**src/rtl/xgxs_lane_sync_ctrl_if.sv**
```systemverilog
// Lane-sync controller bus: decoder/aligner status in, sync status and error count out.
// master drives the decoded code-group stream; slave is the sync controller.
interface xgxs_lane_sync_ctrl_if #(
    parameter int ERR_W = 16
);
    logic             cg_valid;
    logic             dec_code_viol;
    logic             dec_konstant_rx;
    logic             rx_comma;
    logic             err_clr;
    logic             sync_status;
    logic             enable_cgalign;
    logic             disp_rst;
    logic             sync_lost;
    logic [ERR_W-1:0] err_cnt;

    modport master (
        output cg_valid, dec_code_viol, dec_konstant_rx, rx_comma, err_clr,
        input  sync_status, enable_cgalign, disp_rst, sync_lost, err_cnt
    );

    modport slave (
        input  cg_valid, dec_code_viol, dec_konstant_rx, rx_comma, err_clr,
        output sync_status, enable_cgalign, disp_rst, sync_lost, err_cnt
    );
endinterface

```
**src/rtl/xgxs_lane_sync_ctrl.sv**
```systemverilog
// XGXS per-lane code-group synchronization FSM: comma detect, sync acquire/loss
// with good-group hysteresis, aligner gating, disparity reset and violation count.
module xgxs_lane_sync_ctrl #(
    parameter int ERR_W    = 16,
    parameter int GOOD_CNT = 4
) (
    input logic                  clk,
    input logic                  rst,
    xgxs_lane_sync_ctrl_if.slave lane
);
    typedef enum logic [2:0] {LOS, CD1, CD2, CD3, SA1, SA2, SA3, SA4} state_t;

    localparam logic [3:0] GOOD_LAST = 4'(GOOD_CNT - 1);

    state_t           state_p0;
    state_t           st_nxt;
    logic [3:0]       good_cgs_p0;
    logic [3:0]       good_nxt;
    logic [ERR_W-1:0] err_cnt_p0;
    logic             sync_status_p0;
    logic             enable_cgalign_p0;
    logic             disp_rst_p0;
    logic             sync_lost_p0;
    logic             is_inv;
    logic             is_comma;

    function automatic logic in_sync(input state_t s);
        return (s == SA1) || (s == SA2) || (s == SA3) || (s == SA4);
    endfunction

    function automatic logic [ERR_W-1:0] sat_inc(input logic [ERR_W-1:0] v);
        return (&v) ? v : v + 1'b1;
    endfunction

    assign is_inv   = lane.cg_valid & lane.dec_code_viol;
    assign is_comma = lane.cg_valid & lane.rx_comma & lane.dec_konstant_rx & ~lane.dec_code_viol;

    // Next state; good_cgs only ever runs in SA2..SA4 and is zeroed on every exit.
    always_comb begin
        st_nxt   = state_p0;
        good_nxt = good_cgs_p0;
        if (lane.cg_valid) begin
            unique case (state_p0)
                LOS: if (is_comma) st_nxt = CD1;
                CD1: if (is_inv) st_nxt = LOS; else if (is_comma) st_nxt = CD2;
                CD2: if (is_inv) st_nxt = LOS; else if (is_comma) st_nxt = CD3;
                CD3: if (is_inv) st_nxt = LOS; else if (is_comma) st_nxt = SA1;
                SA1: begin
                    good_nxt = 4'd0;
                    if (is_inv) st_nxt = SA2;
                end
                SA2, SA3, SA4: begin
                    if (is_inv) begin
                        good_nxt = 4'd0;
                        st_nxt   = (state_p0 == SA2) ? SA3 : (state_p0 == SA3) ? SA4 : LOS;
                    end else if (good_cgs_p0 == GOOD_LAST) begin
                        good_nxt = 4'd0;
                        st_nxt   = (state_p0 == SA2) ? SA1 : (state_p0 == SA3) ? SA2 : SA3;
                    end else begin
                        good_nxt = good_cgs_p0 + 4'd1;
                    end
                end
            endcase
        end
    end

    always_ff @(posedge clk) begin
        if (rst) begin
            state_p0          <= LOS;
            good_cgs_p0       <= 4'd0;
            err_cnt_p0        <= '0;
            sync_status_p0    <= 1'b0;
            enable_cgalign_p0 <= 1'b1;
            disp_rst_p0       <= 1'b0;
            sync_lost_p0      <= 1'b0;
        end else begin
            state_p0          <= st_nxt;
            good_cgs_p0       <= good_nxt;
            sync_status_p0    <= in_sync(st_nxt);
            enable_cgalign_p0 <= (st_nxt == LOS);
            disp_rst_p0       <= (st_nxt == LOS) && (state_p0 != LOS);
            sync_lost_p0      <= (st_nxt == LOS) && (state_p0 == SA4);
            // Clear has priority over a coincident increment.
            if (lane.err_clr)
                err_cnt_p0 <= '0;
            else if (is_inv && in_sync(state_p0))
                err_cnt_p0 <= sat_inc(err_cnt_p0);
        end
    end

    assign lane.sync_status    = sync_status_p0;
    assign lane.enable_cgalign = enable_cgalign_p0;
    assign lane.disp_rst       = disp_rst_p0;
    assign lane.sync_lost      = sync_lost_p0;
    assign lane.err_cnt        = err_cnt_p0;
endmodule

```
**src/flat_wrapper.sv**
```systemverilog
// flat-port wrapper written by rule: the top's interface ports become plain ports
module xgxs_lane_sync_ctrl_flat 
#(
    parameter int ERR_W    = 16,
    parameter int GOOD_CNT = 4
)
  (clk, rst, lane_cg_valid, lane_dec_code_viol, lane_dec_konstant_rx, lane_rx_comma, lane_err_clr, lane_sync_status, lane_enable_cgalign, lane_disp_rst, lane_sync_lost, lane_err_cnt);
  xgxs_lane_sync_ctrl_if #(.ERR_W(ERR_W)) lane_i ();
  input logic clk;
  input logic rst;
  input wire logic [$bits(lane_i.cg_valid)-1:0] lane_cg_valid;
  input wire logic [$bits(lane_i.dec_code_viol)-1:0] lane_dec_code_viol;
  input wire logic [$bits(lane_i.dec_konstant_rx)-1:0] lane_dec_konstant_rx;
  input wire logic [$bits(lane_i.rx_comma)-1:0] lane_rx_comma;
  input wire logic [$bits(lane_i.err_clr)-1:0] lane_err_clr;
  output wire logic [$bits(lane_i.sync_status)-1:0] lane_sync_status;
  output wire logic [$bits(lane_i.enable_cgalign)-1:0] lane_enable_cgalign;
  output wire logic [$bits(lane_i.disp_rst)-1:0] lane_disp_rst;
  output wire logic [$bits(lane_i.sync_lost)-1:0] lane_sync_lost;
  output wire logic [$bits(lane_i.err_cnt)-1:0] lane_err_cnt;
  assign lane_i.cg_valid = lane_cg_valid;
  assign lane_i.dec_code_viol = lane_dec_code_viol;
  assign lane_i.dec_konstant_rx = lane_dec_konstant_rx;
  assign lane_i.rx_comma = lane_rx_comma;
  assign lane_i.err_clr = lane_err_clr;
  assign lane_sync_status = lane_i.sync_status;
  assign lane_enable_cgalign = lane_i.enable_cgalign;
  assign lane_disp_rst = lane_i.disp_rst;
  assign lane_sync_lost = lane_i.sync_lost;
  assign lane_err_cnt = lane_i.err_cnt;
  xgxs_lane_sync_ctrl #(.ERR_W(ERR_W), .GOOD_CNT(GOOD_CNT)) u_core (.clk(clk), .rst(rst), .lane(lane_i));
endmodule
```
**config.mk**
```make
export PLATFORM = sky130hd
export DESIGN_NAME = xgxs_lane_sync_ctrl_flat
export DESIGN_NICKNAME = d
export VERILOG_FILES = /design/src/rtl/xgxs_lane_sync_ctrl_if.sv /design/src/rtl/xgxs_lane_sync_ctrl.sv /design/src/flat_wrapper.sv
export SDC_FILE = /design/constraint.sdc
export NUM_CORES = 1
export LEC_CHECK = 0
export BUFFER_PORTS_ARGS = -buffer_cell sky130_fd_sc_hd__buf_2
export CAP_MARGIN = 20
export CORE_UTILIZATION = 33
export DETAILED_ROUTE_END_ITERATION = 10
export HOLD_SLACK_MARGIN = 0.12
export PLACE_DENSITY_LB_ADDON = 0.3
export SLEW_MARGIN = 20
export SYNTH_ARGS = -nofsm -noshare
export SYNTH_HDL_FRONTEND = slang
export SYNTH_SLANG_ARGS = --single-unit
```
**constraint.sdc**
```tcl
create_clock -name clk -period 5.2 [get_ports clk]
set_clock_uncertainty 0.1 [all_clocks]
set_input_delay 1.04 -clock clk [delete_from_list [all_inputs] [get_ports clk]]
set_output_delay 1.04 -clock clk [all_outputs]
set_load 0.02 [all_outputs]
```
**After elaboration in Yosys (flattened, before gate mapping)**

Index checks and enable logic that the tools add are counted.

- Register bits: 27
- Input port bits: 7
- Output and inout port bits: 20
- Word-level logic and storage cells: 64

- $add $sub $neg: 2
- Equal/unequal tests: 12
- Muxes and demuxes: 19
- Bitwise gates (word level): 6
- Reduce and logical (&&, ||, !) cells: 18

Operators by type and width:

| operator | count |
|---|---|
| $mux 3 | 14 |
| $eq 3x3->1 const B | 8 |
| $pmux 3 s6 | 1 |
| $add 16x1->16 const B | 1 |
| $reduce_and 16->1 | 1 |
| $mux 4 | 2 |
| $pmux 4 s2 | 1 |
| $eq 3x2->1 const B | 2 |
| $logic_not 3->1 | 2 |
| $logic_or 1x1->1 | 6 |
| $add 4x1->4 const B | 1 |
| $and 1x1->1 | 4 |
| $eq 4x2->1 const B | 1 |
| $reduce_and 2->1 | 2 |
| $eq 3x1->1 const B | 1 |
| $logic_and 1x1->1 | 3 |
| $reduce_bool 3->1 | 1 |
| $reduce_or 3->1 | 1 |
| $mux 2 | 1 |
| $not 1->1 | 2 |
| $reduce_bool 2->1 | 1 |
| $reduce_or 2->1 | 1 |

**Logic depth before layout (Yosys ltp)**

- Depth in word-level cells: 11
- Mapped depth: 6
- Mapped depth without buffers: 5

**Worst setup path after synthesis**

OpenSTA, ideal clock, no wires.

- Path kind: input port to flip-flop
- From: input port lane_cg_valid
- To: register u_core.err_cnt_p0[7] (netlist: u_core.lane.err_cnt[7])
- Setup time: 70 ps
- Arrival: 2,430 ps
- Data required time: 5,030 ps
- Setup slack: 2,600 ps
- Stages: 6
- Buffers on the path: 2
- Cells stage by stage: buf_4 nand3_4 or2_2 clkbuf_1 or4_2 a21oi_1

- Longest elaborated chain between the ends: 3

Ends and longest elaborated chain:

| item | line | RTL |
|---|---|---|
| start, declared | flat_wrapper.sv:11 | `input wire logic [$bits(lane_i.cg_valid)-1:0] lane_cg_valid;` |
| $and 1x1->1 | xgxs_lane_sync_ctrl.sv:35 | `assign is_inv = lane.cg_valid & lane.dec_code_viol;` |
| $logic_and 1x1->1 | xgxs_lane_sync_ctrl.sv:86 | `else if (is_inv && in_sync(state_p0))` |
| $reduce_and 2->1 (no source line) | -- |  |
| end signal, assigned | xgxs_lane_sync_ctrl.sv:87 | `err_cnt_p0 <= sat_inc(err_cnt_p0);` |
| end, declared | xgxs_lane_sync_ctrl.sv:19 | `logic [ERR_W-1:0] err_cnt_p0;` |

Every way passes these cells.
A chain may end at the register's enable or synchronous reset.

**Final worst setup path**

- From: input port lane_dec_code_viol
- To: register u_core.err_cnt_p0[15] (netlist: u_core.lane.err_cnt[15])

- Longest elaborated chain between the ends: 3

Ends and longest elaborated chain:

| item | line | RTL |
|---|---|---|
| start, declared | flat_wrapper.sv:12 | `input wire logic [$bits(lane_i.dec_code_viol)-1:0] lane_dec_code_viol;` |
| $and 1x1->1 | xgxs_lane_sync_ctrl.sv:35 |  |
| $logic_and 1x1->1 | xgxs_lane_sync_ctrl.sv:86 |  |
| $reduce_and 2->1 (no source line) | -- |  |

Every way passes these cells.

==> reports/metrics.csv <==
metric;value;unit
status;complete, no violations;
cts_hold_buf;0;
startpoint;lane_dec_code_viol;
routed_wl;2950;µm
synthFlopType;dfxtp_1;
syn_inst;160;
tightest_slew;789;ps
place_inst;230;
clk_latency;270;ps
synth_nets;169;
cts_setup_buffers;0;
instances_no_fill;234;
path_class;input pin to register;
setup_ws;2770;ps
grt_overflow;0;
r2r-start;u_core.state_p0[2];
preCtsSetupSlack;2500;ps
drive_above_1_share;20.7;%
yosys-top-cells-area;dfxtp_1 (39%), a21oi_1 (5.4%), o31ai_1 (4.3%), nand2_1 (3.3%), nor2_1 (2.7%);
fmax;0.412;GHz
cp.required;5310;ps
grt_pass1_vias;1093;
die_h;66.7;µm
avgSynthCellArea;8.63;µm²
cp-endpoint;u_core.lane.err_cnt[15];
fp-row-count;23;
synth_top_area_cell;dfxtp_1;
cts_max_path_buffers;2;
max_cap_violations;0;
cp-start-kind;input pin;
cts_root_buffer;clkbuf_8;
drt_iter0_drc;64;
setup_tns;0;ps
ys_async_sr_fraction;0;%
htreeDepth;1;
end_kind;register;
vias;1281;
synth_top_area_share;39.1;%
hold_slack;409;ps
cp_data_arrival_time;2540;ps
grt_pass1_wl;4950;µm
diodes;0;
relSlewSlack;46.7;%
synth_area;1380;µm²
place.gp.congestion;0.735;
ys_warn_count;0;
nNetsFinal;194;
wl_per_cell;12.6;µm
synth-seq-area-share;39.1;%
clk_pin_slew;90;ps
timing.final.crit_share;46.7;%
grt_usage;14.3;%
power.density;215;nW/µm²
ant_nets;0;
synth.distinct_cells;47;
setup_viol;0;
cts_tree;done;
layout_common_cells;dfxtp_1 (27), buf_2 (26), a21oi_1 (15);
reg2reg_depth;4;
cts_buffers;3;
min_path_cells;2;
io_buffers;26;
dieArea;4450;µm²
irDropWorstVdd;0.000102;V
antenna_found_initial;0;
clock_sinks;27;
drt_first_pass_iters;4;
fin_crit;2430;ps
finalHoldViolations;0;
leakage;0.574;nW
cts_resized;0;
syn_to_final_growth;15.3;%
dp_hpwl;2120;µm
r2r_slack;3100;ps
ys_ff_latch;27;
slew_violations;0;
ioPinCount;27;
grt_max_degree;16;
final_common_cell;dfxtp_1;
drc;0;
start_util;34.5;%
fillCellCount;427;
vias_per_cell;5.47;
r2r_end;u_core.lane.err_cnt[15];
die_w;66.7;µm
worstPathMaxFanout;14;
synth_edf_count;0;
rsz0062_at_grt;no;
coreArea;4000;µm²
hold_class;register to register;
[cell type report]
class | instances | area [µm²] | area share (%)
well taps | 50 | 62.6 | 3.93
multi-input cells | 124 | 798 | 50.1
clock buffers | 3 | 41.3 | 2.59
clock inverters | 1 | 5.00 | 0.314
flip-flops and latches | 27 | 541 | 33.9
inverters | 2 | 7.51 | 0.471
repair buffers | 27 | 138 | 8.64
[logic make-up (layout without fill, tap and decap cells)]
group / after synthesis / in the layout / share of synthesized area, %
compound gates: 45 / 45 / 21.7
fa+ha+maj: 2 / 2 / 1.81
buf+inv: 9 / 33 / 3.08
flops: 27 / 27 / 39.1
mux: 2 / 2 / 1.45
simple gates: 75 / 75 / 32.8
[registers in the layout, summed over array words and instances, names as in the netlist]
register,flops
u_core.lane.sync_lost,1
u_core.lane.disp_rst,1
u_core.lane.enable_cgalign,1
u_core.lane.sync_status,1
u_core.lane.err_cnt,16
u_core.good_cgs_p0,4
u_core.state_p0,3
[synth_stat cells, drive strengths merged (2+ instances only)]
library cell and count:
nand3 8, nand4 6, nor4 5, or2 3, ha 2, o21a 2
o21ai 6, and2 3, or3 5, clkbuf 5, o31ai 8, mux2i 2
and3 3, dfxtp 27, nor2 10, a21oi 15, nor3 4, nand4b 2
or4 6, inv 2, nand2 12, o311ai 3
[stage by stage]
stage / cell area (µm²) / util (%) / power [mW]
floorplan: 1380 / - / 0.222
global placement: 1550 / 38.7 / 0.228
detailed placement: 1550 / 38.7 / 0.228
CTS: 1590 / 39.8 / 0.349
global route: 1590 / 39.8 / 0.359
finish: 1590 / 39.8 / 0.342
[how the worst min path moves through the flow]
stage                                  startpoint                      end  slack (ps)
after floorplan                u_core.state_p0[1]    u_core.lane.sync_lost         410
after CTS                 u_core.lane.err_cnt[15]  u_core.lane.err_cnt[15]         410
final                     u_core.lane.err_cnt[15]  u_core.lane.err_cnt[15]         410
after global routing       u_core.lane.err_cnt[8]   u_core.lane.err_cnt[8]         450
after global placement    u_core.lane.err_cnt[14]  u_core.lane.err_cnt[14]         400
after detailed placement  u_core.lane.err_cnt[15]  u_core.lane.err_cnt[15]         400
[power by group]
group	internal, mW	switching [mW]	leakage [nW]	total, mW
combinational	0.00497	0.00986	0.331	0.0148
sequential	0.207	0.000941	0.218	0.208
clock	0.0537	0.0657	0.0255	0.119
[layer usage]
metal | wire (µm) | up-vias | global-route usage (%) | share of wire, %
li1 | - | 672 | - | -
met1 | 1360 | 581 | 18.8 | 46
met2 | 1410 | 26 | 23.0 | 48
met3 | 165 | 2 | 4.45 | 5.6
met4 | 18 | 0 | 2.39 | 0.61
met5 | 0 | - | 0 | 0
[worst max-delay path, cell delays in order]
cell	delay (ps)
buf_2	220
nand3_4	120
or4_4	540
or4_1	480
a21oi_1	140
No activity file was read; power rests on OpenSTA's default activity.
